**src/rtl/sha256_pkg.sv**
```systemverilog
// Shared constants, state encoding and word type for the SHA-256 message-schedule sequencer.
package sha256_pkg;

  localparam int WORD_W      = 32;
  localparam int BLOCK_WORDS = 16;
  localparam int ROUNDS      = 64;

  localparam int CNT_W = 4;  // indexes the 16-word load
  localparam int T_W   = 7;  // must hold ROUNDS itself, not just ROUNDS-1
  localparam int IDX_W = 6;

  // Rotate/shift amounts for the two small-sigma functions.
  localparam int S0_ROT_A = 7;
  localparam int S0_ROT_B = 18;
  localparam int S0_SHR   = 3;
  localparam int S1_ROT_A = 17;
  localparam int S1_ROT_B = 19;
  localparam int S1_SHR   = 10;

  typedef logic [WORD_W-1:0] word_t;

  typedef enum logic [1:0] {
    IDLE,
    LOAD,
    STREAM
  } state_e;

endpackage

```
**src/rtl/sha256_small_sigma.sv**
```systemverilog
// Combinational SHA-256 small sigma: rotr(A) ^ rotr(B) ^ shr(S).
module sha256_small_sigma
  import sha256_pkg::*;
#(
  parameter int ROT_A = S0_ROT_A,
  parameter int ROT_B = S0_ROT_B,
  parameter int SHR   = S0_SHR
) (
  input  logic [WORD_W-1:0] x_i,
  output logic [WORD_W-1:0] y_o
);

  assign y_o = ((x_i >> ROT_A) | (x_i << (WORD_W - ROT_A)))
             ^ ((x_i >> ROT_B) | (x_i << (WORD_W - ROT_B)))
             ^ (x_i >> SHR);

endmodule

```
**src/rtl/sha256_msg_schedule_ctrl.sv**
```systemverilog
// SHA-256 message-schedule sequencer: loads 16 words into a circular buffer,
// then streams W[0..63] over valid/ready, expanding W[16..63] in place.
module sha256_msg_schedule_ctrl
  import sha256_pkg::*;
(
  input  logic              clk,
  input  logic              rst,
  input  logic              start,
  input  logic              load_valid,
  output logic              load_ready,
  input  logic [WORD_W-1:0] load_data,
  output logic              w_valid,
  input  logic              w_ready,
  output logic [WORD_W-1:0] w_data,
  output logic [IDX_W-1:0]  w_index,
  output logic              busy,
  output logic              done
);

  state_e           state_q;
  logic [CNT_W-1:0] cnt_q;
  logic [T_W-1:0]   t_q;
  logic             w_valid_q;
  word_t            w_data_q;
  logic [IDX_W-1:0] w_index_q;
  logic             done_q;
  word_t            buf_q [BLOCK_WORDS];

  logic [CNT_W-1:0] idx, idx_m2, idx_m7, idx_m15;
  word_t            sig0_w, sig1_w, expand_w, next_w;
  logic             emit, last_accept, load_fire;

  // Buffer slots wrap modulo 16 while t itself runs to 64.
  assign idx     = t_q[CNT_W-1:0];
  assign idx_m2  = idx - CNT_W'(2);
  assign idx_m7  = idx - CNT_W'(7);
  assign idx_m15 = idx - CNT_W'(15);

  sha256_small_sigma #(.ROT_A(S0_ROT_A), .ROT_B(S0_ROT_B), .SHR(S0_SHR)) u_sig0 (
    .x_i (buf_q[idx_m15]),
    .y_o (sig0_w)
  );

  sha256_small_sigma #(.ROT_A(S1_ROT_A), .ROT_B(S1_ROT_B), .SHR(S1_SHR)) u_sig1 (
    .x_i (buf_q[idx_m2]),
    .y_o (sig1_w)
  );

  assign expand_w    = sig1_w + buf_q[idx_m7] + sig0_w + buf_q[idx];
  assign next_w      = (t_q < T_W'(BLOCK_WORDS)) ? buf_q[idx] : expand_w;
  assign load_fire   = (state_q == LOAD) && load_valid;
  assign emit        = (state_q == STREAM) && (!w_valid_q || w_ready) && (t_q < T_W'(ROUNDS));
  assign last_accept = (state_q == STREAM) && w_valid_q && w_ready && (t_q == T_W'(ROUNDS));

  // NOTE: sequential state uses non-blocking assignments only, so every
  // register samples the pre-edge values of its neighbours.
  always_ff @(posedge clk) begin
    if (rst) begin
      state_q   <= IDLE;
      cnt_q     <= '0;
      t_q       <= '0;
      w_valid_q <= 1'b0;
      w_data_q  <= '0;
      w_index_q <= '0;
      done_q    <= 1'b0;
    end else begin
      done_q <= 1'b0;
      unique case (state_q)
        IDLE: begin
          if (start) begin
            state_q <= LOAD;
            cnt_q   <= '0;
            t_q     <= '0;
          end
        end
        LOAD: begin
          if (load_fire) begin
            cnt_q <= cnt_q + CNT_W'(1);
            if (cnt_q == CNT_W'(BLOCK_WORDS - 1)) begin
              state_q <= STREAM;
              t_q     <= '0;
            end
          end
        end
        STREAM: begin
          if (emit) begin
            w_data_q  <= next_w;
            w_index_q <= t_q[IDX_W-1:0];
            w_valid_q <= 1'b1;
            t_q       <= t_q + T_W'(1);
          end else if (last_accept) begin
            w_valid_q <= 1'b0;
            done_q    <= 1'b1;
            state_q   <= IDLE;
          end
        end
        default: state_q <= IDLE;
      endcase
    end
  end

  // NOTE: the buffer is deliberately not reset; it is always fully loaded
  // before any slot is read, so a reset would only add clear logic.
  always_ff @(posedge clk) begin
    if (!rst) begin
      if (load_fire) begin
        buf_q[cnt_q] <= load_data;
      end else if (emit && (t_q >= T_W'(BLOCK_WORDS))) begin
        buf_q[idx] <= expand_w;
      end
    end
  end

  assign load_ready = (state_q == LOAD);
  assign busy       = (state_q != IDLE);
  assign w_valid    = w_valid_q;
  assign w_data     = w_data_q;
  assign w_index    = w_index_q;
  assign done       = done_q;

endmodule

```
**config.mk**
```make
export PLATFORM = sky130hd
export DESIGN_NAME = sha256_msg_schedule_ctrl
export DESIGN_NICKNAME = d
export VERILOG_FILES = /design/src/rtl/sha256_pkg.sv /design/src/rtl/sha256_small_sigma.sv /design/src/rtl/sha256_msg_schedule_ctrl.sv
export SDC_FILE = /design/constraint.sdc
export NUM_CORES = 1
export LEC_CHECK = 0
export BUFFER_PORTS_ARGS = -buffer_cell sky130_fd_sc_hd__buf_2
export CAP_MARGIN = 0
export CORE_MARGIN = 10
export CORE_UTILIZATION = 55
export CTS_BUF_LIST = sky130_fd_sc_hd__clkbuf_16
export CTS_CLUSTER_DIAMETER = 150
export DETAILED_ROUTE_END_ITERATION = 10
export GPL_TIMING_DRIVEN = 0
export PLACE_DENSITY_LB_ADDON = 0.05
export SLEW_MARGIN = 30
export SYNTH_ARGS = -nofsm -noshare
export SYNTH_HDL_FRONTEND = slang
export SYNTH_SLANG_ARGS = --single-unit
```
**constraint.sdc**
```tcl
create_clock -name clk -period 8.8 [get_ports clk]
set_input_delay 0.88 -clock clk [delete_from_list [all_inputs] [get_ports clk]]
set_output_delay 0.88 -clock clk [all_outputs]
set_load 0.02 [all_outputs]
```
==> flow_summary.json, run 1 <==
{
  "synth_top_flop_cell": "edfxtp_1",
  "multi_input_area_um2": 17340,
  "synthTopCellsByArea": "edfxtp_1 44%, mux4_2 33%, fa_1 3.6%, xnor2_1 3.3%, dfxtp_1 3.3%",
  "synth_cell_types": 58,
  "io_buffers": 78,
  "r2r_cells": 27,
  "route.detailed.drc": 0,
  "r2r-end": "buf_q[1][29]",
  "num_vias": 24249,
  "setup.worst_path.class": "flip-flop to flip-flop",
  "final_nets": 2403,
  "yosysTopAreaCell": "edfxtp_1",
  "fillers": 4335,
  "yosysSeqAreaShare_pct": 47.68,
  "yosysWarnings": 0,
  "dr.pass1.iters": 5,
  "hold_viol_final": 0,
  "cts.sinks": 569,
  "insertion_delay_ns": 0.67,
  "coreArea_um2": 62050,
  "numCtsBuffers": 61,
  "grt_max_degree": 20,
  "grt_pass1_vias": 23488,
  "slew_headroom_pct": 27.10,
  "crit_required_ns": 9.21,
  "status": "finished clean",
  "finalMaxSlewViolations": 0,
  "finalCritPeriodShare_pct": 99.30,
  "dp_slack_ns": -2.374,
  "fin_skew_ns": 0.01902,
  "path_clk_slew_ns": 0.06,
  "p_leak_uw": 0.01323,
  "regArea_um2": 16520,
  "power_density_nw_per_um2": 222.7,
  "cp_data_arrival_time_ns": 9.15,
  "overflow": 0,
  "drtIter0Drc": 3839,
  "maxCapViolations": 0,
  "fmax_mhz": 114.4,
  "place_hpwl_um": 102500,
  "async_reset_ff_share_pct": 0,
  "syn-num-nets": 2195,
  "total_power_uw": 8932,
  "initial_utilization_pct": 55.82,
  "finalCriticalPeriod_ns": 8.738,
  "startpoint_type": "flip-flop",
  "synth-seq-cells": 569,
  "drive_gt1_share_pct": 38.79,
  "end_kind": "flip-flop",
  "synth-edff-count": 512,
  "dieArea_um2": 73420,
  "area_growth_pct": 15.77,
  "cts_hold_buf": 0,
  "cp-endpoint": "buf_q[1][29]",
  "syn-cell-area_um2": 34640,
  "cts_tree": "built",
  "num_io_pins": 79,
  "r2r_slack_ns": 0.06,
  "antenna_found_initial": 1,
  "rows": 91,
  "die_w_um": 271.0,
  "setup_viol": 0,
  "htreeDepth": 2,
  "rsz0062_at_grt": "false",
  "synth_cells": 2059,
  "wl_per_cell_um": 43.80,
  "finalWirelength_um": 138100,
  "fin_ws_ns": 0.06156,
  "hold_class": "flip-flop to flip-flop",
  "viasPerCell": 7.688,
  "crit_start": "t_q[1]",
  "irDropWorstVdd_mv": 0.1696,
  "r2r_start": "t_q[1]",
  "ant_nets": 0,
  "syn_area_per_cell_um2": 16.82,
  "cp_max_fo": 19,
  "die_y_um": 271.0,
  "clk_path_buf_depth": 3,
  "synth_top_area_share_pct": 44.39,
  "root_buffer": "clkbuf_16",
  "grt_pass1_wl_um": 188800,
  "grtUsageTotal_pct": 37.42,
  "place_congestion": 1.003,
  "tightest_slew_ns": 1.093
}
power breakdown:
| group | internal, µW | total (µW) | switching [µW] |
|---|---|---|---|
| clock | 1580 | 2740 | 1160 |
| sequential | 2950 | 2950 | 4.91 |
| combinational | 1240 | 3240 | 2000 |
layout by cell type (no fill, tap or decap), types with 27 or more instances in the layout:
cell type	n
dfxtp_1	56
o21ai_0	27
buf_16	39
clkbuf_16	62
edfxtp_1	512
mux4_2	502
a21oi_1	48
ha_1	37
nand2_1	129
xnor2_1	131
clkbuf_1	45
nor2_1	59
inv_1	120
buf_2	133
fa_1	62
layer usage:
metal | track usage [%] | up-vias | routed length, µm
met5 | 0 | - | 0
met4 | 19.61 | 0 | 9190
met3 | 15.17 | 450 | 22990
met2 | 55.20 | 2357 | 60310
li1 | - | 8870 | -
met1 | 47.15 | 12572 | 45650
flip-flops by register name (all words and copies together), names as in the netlist, named ones only:
name	count
w_index	6
t_q	7
w_valid	1
cnt_q	4
state_q	2
done	1
buf_q	512
w_data	32
cells in the mapped netlist, drive strengths merged (45+ instances only):
| cell type | instances |
|---|---|
| nor2 | 75 |
| dfxtp | 57 |
| clkbuf | 79 |
| a21oi | 51 |
| inv | 114 |
| fa | 62 |
| o21ai | 45 |
| edfxtp | 512 |
| xnor2 | 133 |
| nand2 | 131 |
| buf | 70 |
| mux4 | 511 |
kinds of logic after synthesis:
kind of cell / share of synthesized area (%)
flops: 47.68
mux: 33.50
compound gates: 3.406
fa+ha+maj: 4.920
xor+xnor: 4.085
simple gates: 3.294
buf+inv: 3.110
layout make-up:
class | instances | area share [%]
repair buffers | 147 | 4.652
multi-input cells | 1227 | 43.25
diodes | 2 | 0.01248
well taps | 837 | 2.612
clock buffers | 62 | 3.869
inverters | 114 | 1.067
clock inverters | 49 | 1.376
flip-flops and latches | 569 | 41.19
plain buffers | 147 | 1.975
how the worst min path moves through the flow:
stage,from,endpoint,slack [ns],cells after the start
2_1_floorplan,t_q[5],w_index[5],0.49,2
3_3_place_gp,w_index[1],w_index[1],0.44,2
3_5_place_dp,w_index[5],w_index[5],0.45,2
4_1_cts,w_index[5],w_index[5],0.46,2
5_1_grt,w_index[5],w_index[5],0.48,2
6_report,w_index[5],w_index[5],0.46,2
per-stage QoR:
stage | setup TNS, ns | hold slack, ns | util [%] | area (µm²) | std cells
CTS | 0 | 0.4571 | 64.46 | 40000 | 3148
global placement | -2161.46 | 0.4415 | 58.14 | 36080 | 2974
detailed placement | -844.42 | 0.4487 | 60.89 | 37780 | 3039
finish | 0 | 0.4587 | 64.62 | 40100 | 3154
global route | 0 | 0.4771 | 64.61 | 40090 | 3152
floorplan | 0 | 0.4881 | - | 34640 | 2059
critical path, stage by stage, from the launching register on:
cell      delay, ns
dfxtp_2        0.49
buf_6          0.34
clkbuf_4       0.42
clkbuf_8       0.36
inv_1          0.18
ha_1           0.26
xor2_2         0.64
buf_2          0.51
mux4_2         0.67
xnor2_1        0.18
xnor2_1        0.43
fa_1           0.56
inv_1          0.10
fa_1           0.41
inv_1          0.08
ha_1           0.17
inv_1          0.08
fa_1           0.47
nor2b_1        0.16
o31a_1         0.25
o311ai_4       0.14
a21oi_1        0.24
o21ai_1        0.14
nand2b_1       0.13
a31o_2         0.19
mux2i_1        0.22
o311ai_2       0.29
buf_4          0.28
repair_timing:
item                       CTS  global route
setup endpoints to repair  526           239
resized for setup           32            17
pin swaps                    0             1
cloned                       0             0
buffers inserted             0             2
No activity file was read; power rests on OpenSTA's default activity.
==> inputs of run 2 (changes only) <==
- MAX_ROUTING_LAYER: not set -> met4
- SETUP_SLACK_MARGIN: not set -> 0.2
- SLEW_MARGIN: 30 -> not set
==> run 2 against run 1 <==
  * The run now ends with capacitance limit, slew limit left
  * Final area fell by 2.0%
  * Sequential power barely moved
  * Clock power fell by 2%
  * Register-to-register slack improved by 0.20 ns
  * Die area did not move
  * Critical path type unchanged
  * Critical endpoint is now buf_q[2][27]
  * Largest power group unchanged
  * Highest routed layer unchanged
==> flow_summary.json, run 2 (same netlist as run 1, synthesis figures left out) <==
{
  "status": "complete, but fails checks",
  "violations": "capacitance limit, slew limit",
  "setup_viol": 0,
  "coreArea_um2": 62050,
  "cts.sinks": 569,
  "total_power_uw": 8857,
  "p_sw_share_pct": 35.85,
  "p_seq_share_pct": 33.3,
  "fin_skew_ns": 0.03868,
  "hold_class": "flip-flop to flip-flop",
  "finalCritPeriodShare_pct": 97.05,
  "dr.pass1.iters": 6,
  "initial_utilization_pct": 55.82,
  "crit_required_ns": 9.18,
  "fillers": 4494,
  "final_core_util_pct": 63.35,
  "clk_path_buf_depth": 3,
  "cpMaxStageDelayCell": "xor2_2",
  "overflow": 0,
  "slew_headroom_pct": -2.451,
  "place_congestion": 1.027,
  "postLayoutCellArea_um2": 39310,
  "hold_viol_final": 0,
  "tightest_slew_ns": 1.537,
  "wl_per_cell_um": 44.30,
  "hold_slack_ns": 0.4519,
  "finalCriticalPeriod_ns": 8.541,
  "grt_pass1_vias": 23105,
  "irDropWorstVdd_mv": 0.1723,
  "cts_tree": "built",
  "grt_max_degree": 21,
  "ant_nets": 0,
  "viasPerCell": 7.657,
  "htreeDepth": 3,
  "switchingPower_uw": 3175,
  "io_buffers": 78,
  "maxCapViolations": 2,
  "final_nets": 2387,
  "layout.cells.most_common": "edfxtp_1",
  "antenna_found_initial": 3,
  "cts_hold_buf": 0,
  "drive_gt1_share_pct": 36.78,
  "rows": 91,
  "dpl_cell_area_um2": 36880,
  "crit_buf_inv": 7,
  "power_density_nw_per_um2": 225.3,
  "numCtsBuffers": 66,
  "cp_top_family": "buffers and inverters",
  "cp_cell_sequence": "ha_1 > nand2_1 > xor2_2 > clkbuf_1 > buf_1 > mux4_2 > fa_1 > inv_1 > fa_1 > inv_1 > ha_1 > inv_1 > fa_1 > nor2b_1 > o31a_1 > o311ai_4 > buf_4 > a21oi_2 > o21ai_1 > nand2b_1 > a21oi_2 > xor2_1 > o21ai_1 > buf_6",
  "die_y_um": 271.0,
  "numPlacedInstances": 3014,
  "grt_pass1_wl_um": 188700,
  "clkPwrFrac_pct": 30.4,
  "intPower_uw": 5681,
  "path_clk_slew_ns": 0.06,
  "finalMaxSlewViolations": 22,
  "regMostFlops": "buf_q",
  "area_growth_pct": 13.49,
  "root_buffer": "clkbuf_16",
  "end_kind": "flip-flop",
  "rsz0062_at_grt": "true",
  "dieArea_um2": 73420,
  "num_vias": 24090,
  "cpPeakStageDelay_ns": 1.11,
  "cp_max_fo": 16,
  "grtUsageTotal_pct": 38.82,
  "fin_cells": 3146,
  "pwr-share-comb_pct": 36.3,
  "p_leak_uw": 0.01290,
  "setup.worst_path.class": "flip-flop to flip-flop",
  "layout_common_cells": "512 x edfxtp_1, 502 x mux4_2, 131 x inv_1",
  "startpoint_type": "flip-flop",
  "die_w_um": 271.0,
  "route.detailed.drc": 0,
  "fmax_mhz": 117.1,
  "largest_register_ffs": 512,
  "num_io_pins": 79,
  "place_hpwl_um": 100100,
  "finalWirelength_um": 139400,
  "drtIter0Drc": 4378,
  "cp_data_arrival_time_ns": 8.92,
  "insertion_delay_ns": 0.64
}
run 2: cell count changes in the layout (fill, tap and decap cells not counted), moves of 9 or more:
cell and change:
inv_1 +11, clkbuf_2 -14, buf_4 +10, clkbuf_1 +11, buf_12 +14, buf_16 -36
o21ai_1 +15, buf_2 -9, o21ai_2 -13
run 2: timing repair:
item / 4_1_cts / 5_1_grt
resized for setup: 69 / 31
setup endpoints to repair: 544 / 242
cloned: 0 / 0
buffers inserted: 0 / 6
pin swaps: 0 / 1
run 2: per-layer routing:
layer | vias up | wire (µm) | GRT usage, %
li1 | 8825 | - | -
met1 | 12427 | 46010 | 46.59
met2 | 2402 | 62490 | 56.58
met3 | 436 | 22830 | 16.44
met4 | 0 | 8029 | 17.83
met5 | - | 0 | -
run 2: final timing paths:
path	slack, ns	end	start	cells after the start
worst max-delay path	0.26	buf_q[2][27]	t_q[1]	24
worst min-delay path	0.45	w_index[4]	w_index[4]	2
worst max register to register	0.26	buf_q[2][27]	t_q[1]	24
worst min register to register	0.45	w_index[4]	w_index[4]	2
run 2: stage by stage:
step,TNS [ns],worst slack [ns]
floorplan,0,0.6799
global placement,-2273.77,-5.736
detailed placement,-1485.97,-3.586
CTS,0,0.2086
global route,0,0.1653
finish,0,0.2595
run 2: worst min-delay path: stages (launching register included):
cell,delay (ns)
dfxtp_1,0.30
nand2_1,0.05
a21oi_1,0.05
run 2: area by class of cell:
class,count,area (µm²),area share (%)
multi-input cells,1227,17290,43.97
flip-flops and latches,569,16520,42.02
clock buffers,67,1677,4.265
repair buffers,124,1111,2.826
well taps,837,1047,2.664
plain buffers,149,823.3,2.094
inverters,114,427.9,1.089
clock inverters,53,405.4,1.031
diodes,6,15.01,0.03819
run 2: power groups by stage:
stage          clock network [µW]  logic (µW)  registers [µW]
2_1_floorplan                   0        2120            3010
3_3_place_gp                    0        3030            3010
3_5_place_dp                    0        3060            3010
4_1_cts                      2680        3110            2950
5_1_grt                      2810        3410            2950
6_report                     2690        3220            2950
==> inputs of run 3 (changes only) <==
- CORE_UTILIZATION: 55 -> 64
- CTS_CLUSTER_SIZE: not set -> 30
- GPL_TIMING_DRIVEN: 0 -> not set
==> run 3 against run 2 <==
  * The run now ends clean
  * Register-to-register slack improved by 0.77 ns
  * Final area shrank 6.5%
  * Clock skew increased by 0.00064 ns
  * Setup slack better by 0.77 ns
  * Via count is 8.9% lower
  * Highest routed layer unchanged
  * Critical path depth is 1 lower
  * Critical endpoint is now buf_q[6][29]
==> flow_summary.json, run 3 (same netlist as run 1, synthesis figures left out) <==
{
  "status": "finished clean",
  "end_kind": "flip-flop",
  "finalWirelength_um": 105000,
  "final_nets": 2221,
  "setup_viol": 0,
  "r2r_slack_ns": 1.03,
  "power_density_nw_per_um2": 196.4,
  "grt_pass1_vias": 21244,
  "slew_headroom_pct": 18.07,
  "viasPerCell": 7.865,
  "insertion_delay_ns": 0.64,
  "fin_skew_ns": 0.03933,
  "finalCritPeriodShare_pct": 88.34,
  "hold_viol_final": 0,
  "r2r_start": "t_q[0]",
  "crit_start": "t_q[0]",
  "setup-tns-final_ns": 0,
  "dp_slack_ns": 1.184,
  "drtIter0Drc": 3404,
  "cts_hold_buf": 0,
  "p_leak_uw": 0.01169,
  "htreeDepth": 1,
  "cp_cell_sequence": "inv_1 > ha_4 > buf_4 > mux4_2 > mux4_2 > xnor2_1 > xnor2_1 > fa_1 > inv_1 > fa_1 > inv_1 > ha_1 > inv_1 > fa_1 > nor2b_1 > o31a_1 > o311ai_1 > a21oi_1 > o21ai_0 > nand2b_1 > a31o_2 > mux2i_1 > o311ai_2",
  "area_growth_pct": 6.112,
  "r2r-end": "buf_q[6][29]",
  "cpMaxStageDelayCell": "dfxtp_4",
  "cts_tree": "built",
  "finalMaxSlewViolations": 0,
  "die_y_um": 252.6,
  "cp_data_arrival_time_ns": 8.00,
  "hold_end": "w_index[1]",
  "wl_per_cell_um": 37.64,
  "layout_common_cells": "512 x edfxtp_1, 502 x mux4_2, 131 x xnor2_1",
  "layout.cells.most_common": "edfxtp_1",
  "ant_nets": 0,
  "path_clk_slew_ns": 0.12,
  "rsz0062_at_grt": "false",
  "hold_depth": 2,
  "clk_path_buf_depth": 3,
  "io_buffers": 78,
  "worstHoldStart": "w_index[1]",
  "drive_gt1_share_pct": 34.43,
  "setup.worst_path.class": "flip-flop to flip-flop",
  "coreArea_um2": 53710,
  "largest_register_ffs": 512,
  "regMostFlops": "buf_q",
  "cpPeakStageDelay_ns": 0.75,
  "grt_max_degree": 108,
  "post_cts_buffers": 0,
  "dpl_cell_area_um2": 36140,
  "route.detailed.drc": 0,
  "num_vias": 21935,
  "rows": 85,
  "initial_utilization_pct": 64.49,
  "dr.pass1.iters": 6,
  "grtUsageTotal_pct": 34.50,
  "postLayoutCellArea_um2": 36760,
  "cp_common_cell": "inv_1",
  "overflow": 0,
  "grt_pass1_wl_um": 152900,
  "place_congestion": 1.005,
  "root_buffer": "clkbuf_16",
  "cp_max_fo": 30,
  "total_power_uw": 7217,
  "cts_resized": 0,
  "hold_class": "flip-flop to flip-flop",
  "finalCriticalPeriod_ns": 7.774,
  "startpoint_type": "flip-flop",
  "maxCapViolations": 0,
  "die_w_um": 252.6,
  "numCtsBuffers": 22,
  "fmax_mhz": 128.6,
  "cts.sinks": 569,
  "fin_ws_ns": 1.027,
  "dieArea_um2": 63830,
  "irDropWorstVdd_mv": 0.2315,
  "crit_required_ns": 9.03,
  "tightest_slew_ns": 1.216,
  "r2r_cells": 23,
  "antenna_found_initial": 4,
  "place_hpwl_um": 69200,
  "num_io_pins": 79
}
-- run 3: changes by cell type in the layout (fill, tap and decap cells not counted), moves of 14 or more --
cell	previous run	this run
clkbuf_1	56	0
buf_4	16	64
buf_2	124	78
clkbuf_16	67	22
buf_6	16	0
o21ai_0	27	43
o21ai_1	17	2
buf_1	14	0
-- run 3: layout make-up --
class / instances / area (µm²)
Antenna cell: 2 / 5.005
Multi-Input combinational cell: 1227 / 17260
Clock inverter: 8 / 56.30
Fill cell: 3563 / 16950
Inverter: 114 / 427.9
Sequential cell: 569 / 16530
Timing Repair Buffer: 151 / 1051
Tap cell: 696 / 870.8
Clock buffer: 22 / 550.5
-- run 3: worst max-delay path: cells and delay by family, from the launching register on --
kind / cells / cell delay [ns]
AOI/OAI and AO/OA: 6 / 2.16
adders and majority gates: 5 / 2.01
muxes: 3 / 1.09
buffers and inverters: 5 / 0.80
DFF: 1 / 0.75
xor gates and xnor gates: 2 / 0.32
and+or+nand+nor: 2 / 0.19
-- run 3: worst max-delay path by stage --
stage / end / slack, ns / cells after the start
global route: buf_q[6][29] / 0.71 / 23
floorplan: buf_q[0][27] / 0.68 / 28
CTS: buf_q[6][29] / 1.17 / 23
detailed placement: buf_q[6][29] / 1.18 / 23
finish: buf_q[6][29] / 1.03 / 23
global placement: buf_q[8][30] / 1.28 / 21
-- run 3: report_power, final --
part	internal, µW	switching (µW)
Sequential	2940	20.8
Combinational	1210	1770
Clock	463	810
-- run 3: layer usage --
metal  track usage, %  vias to the layer above  share of wire [%]
met5                -                        -                  0
met4            11.04                        0                4.1
met3            10.47                      247                 16
met2            49.55                     1983                 45
met1            47.23                    11286                 35
li1                 -                     8419                  -
-- run 3: stage by stage --
stage / util, % / hold slack (ns) / std cells
detailed placement: 67.30 / 0.4439 / 2757
global placement: 67.30 / 0.4380 / 2757
floorplan: - / 0.4881 / 2059
CTS: 68.43 / 0.4603 / 2787
finish: 68.44 / 0.4583 / 2789
global route: 68.43 / 0.4859 / 2788
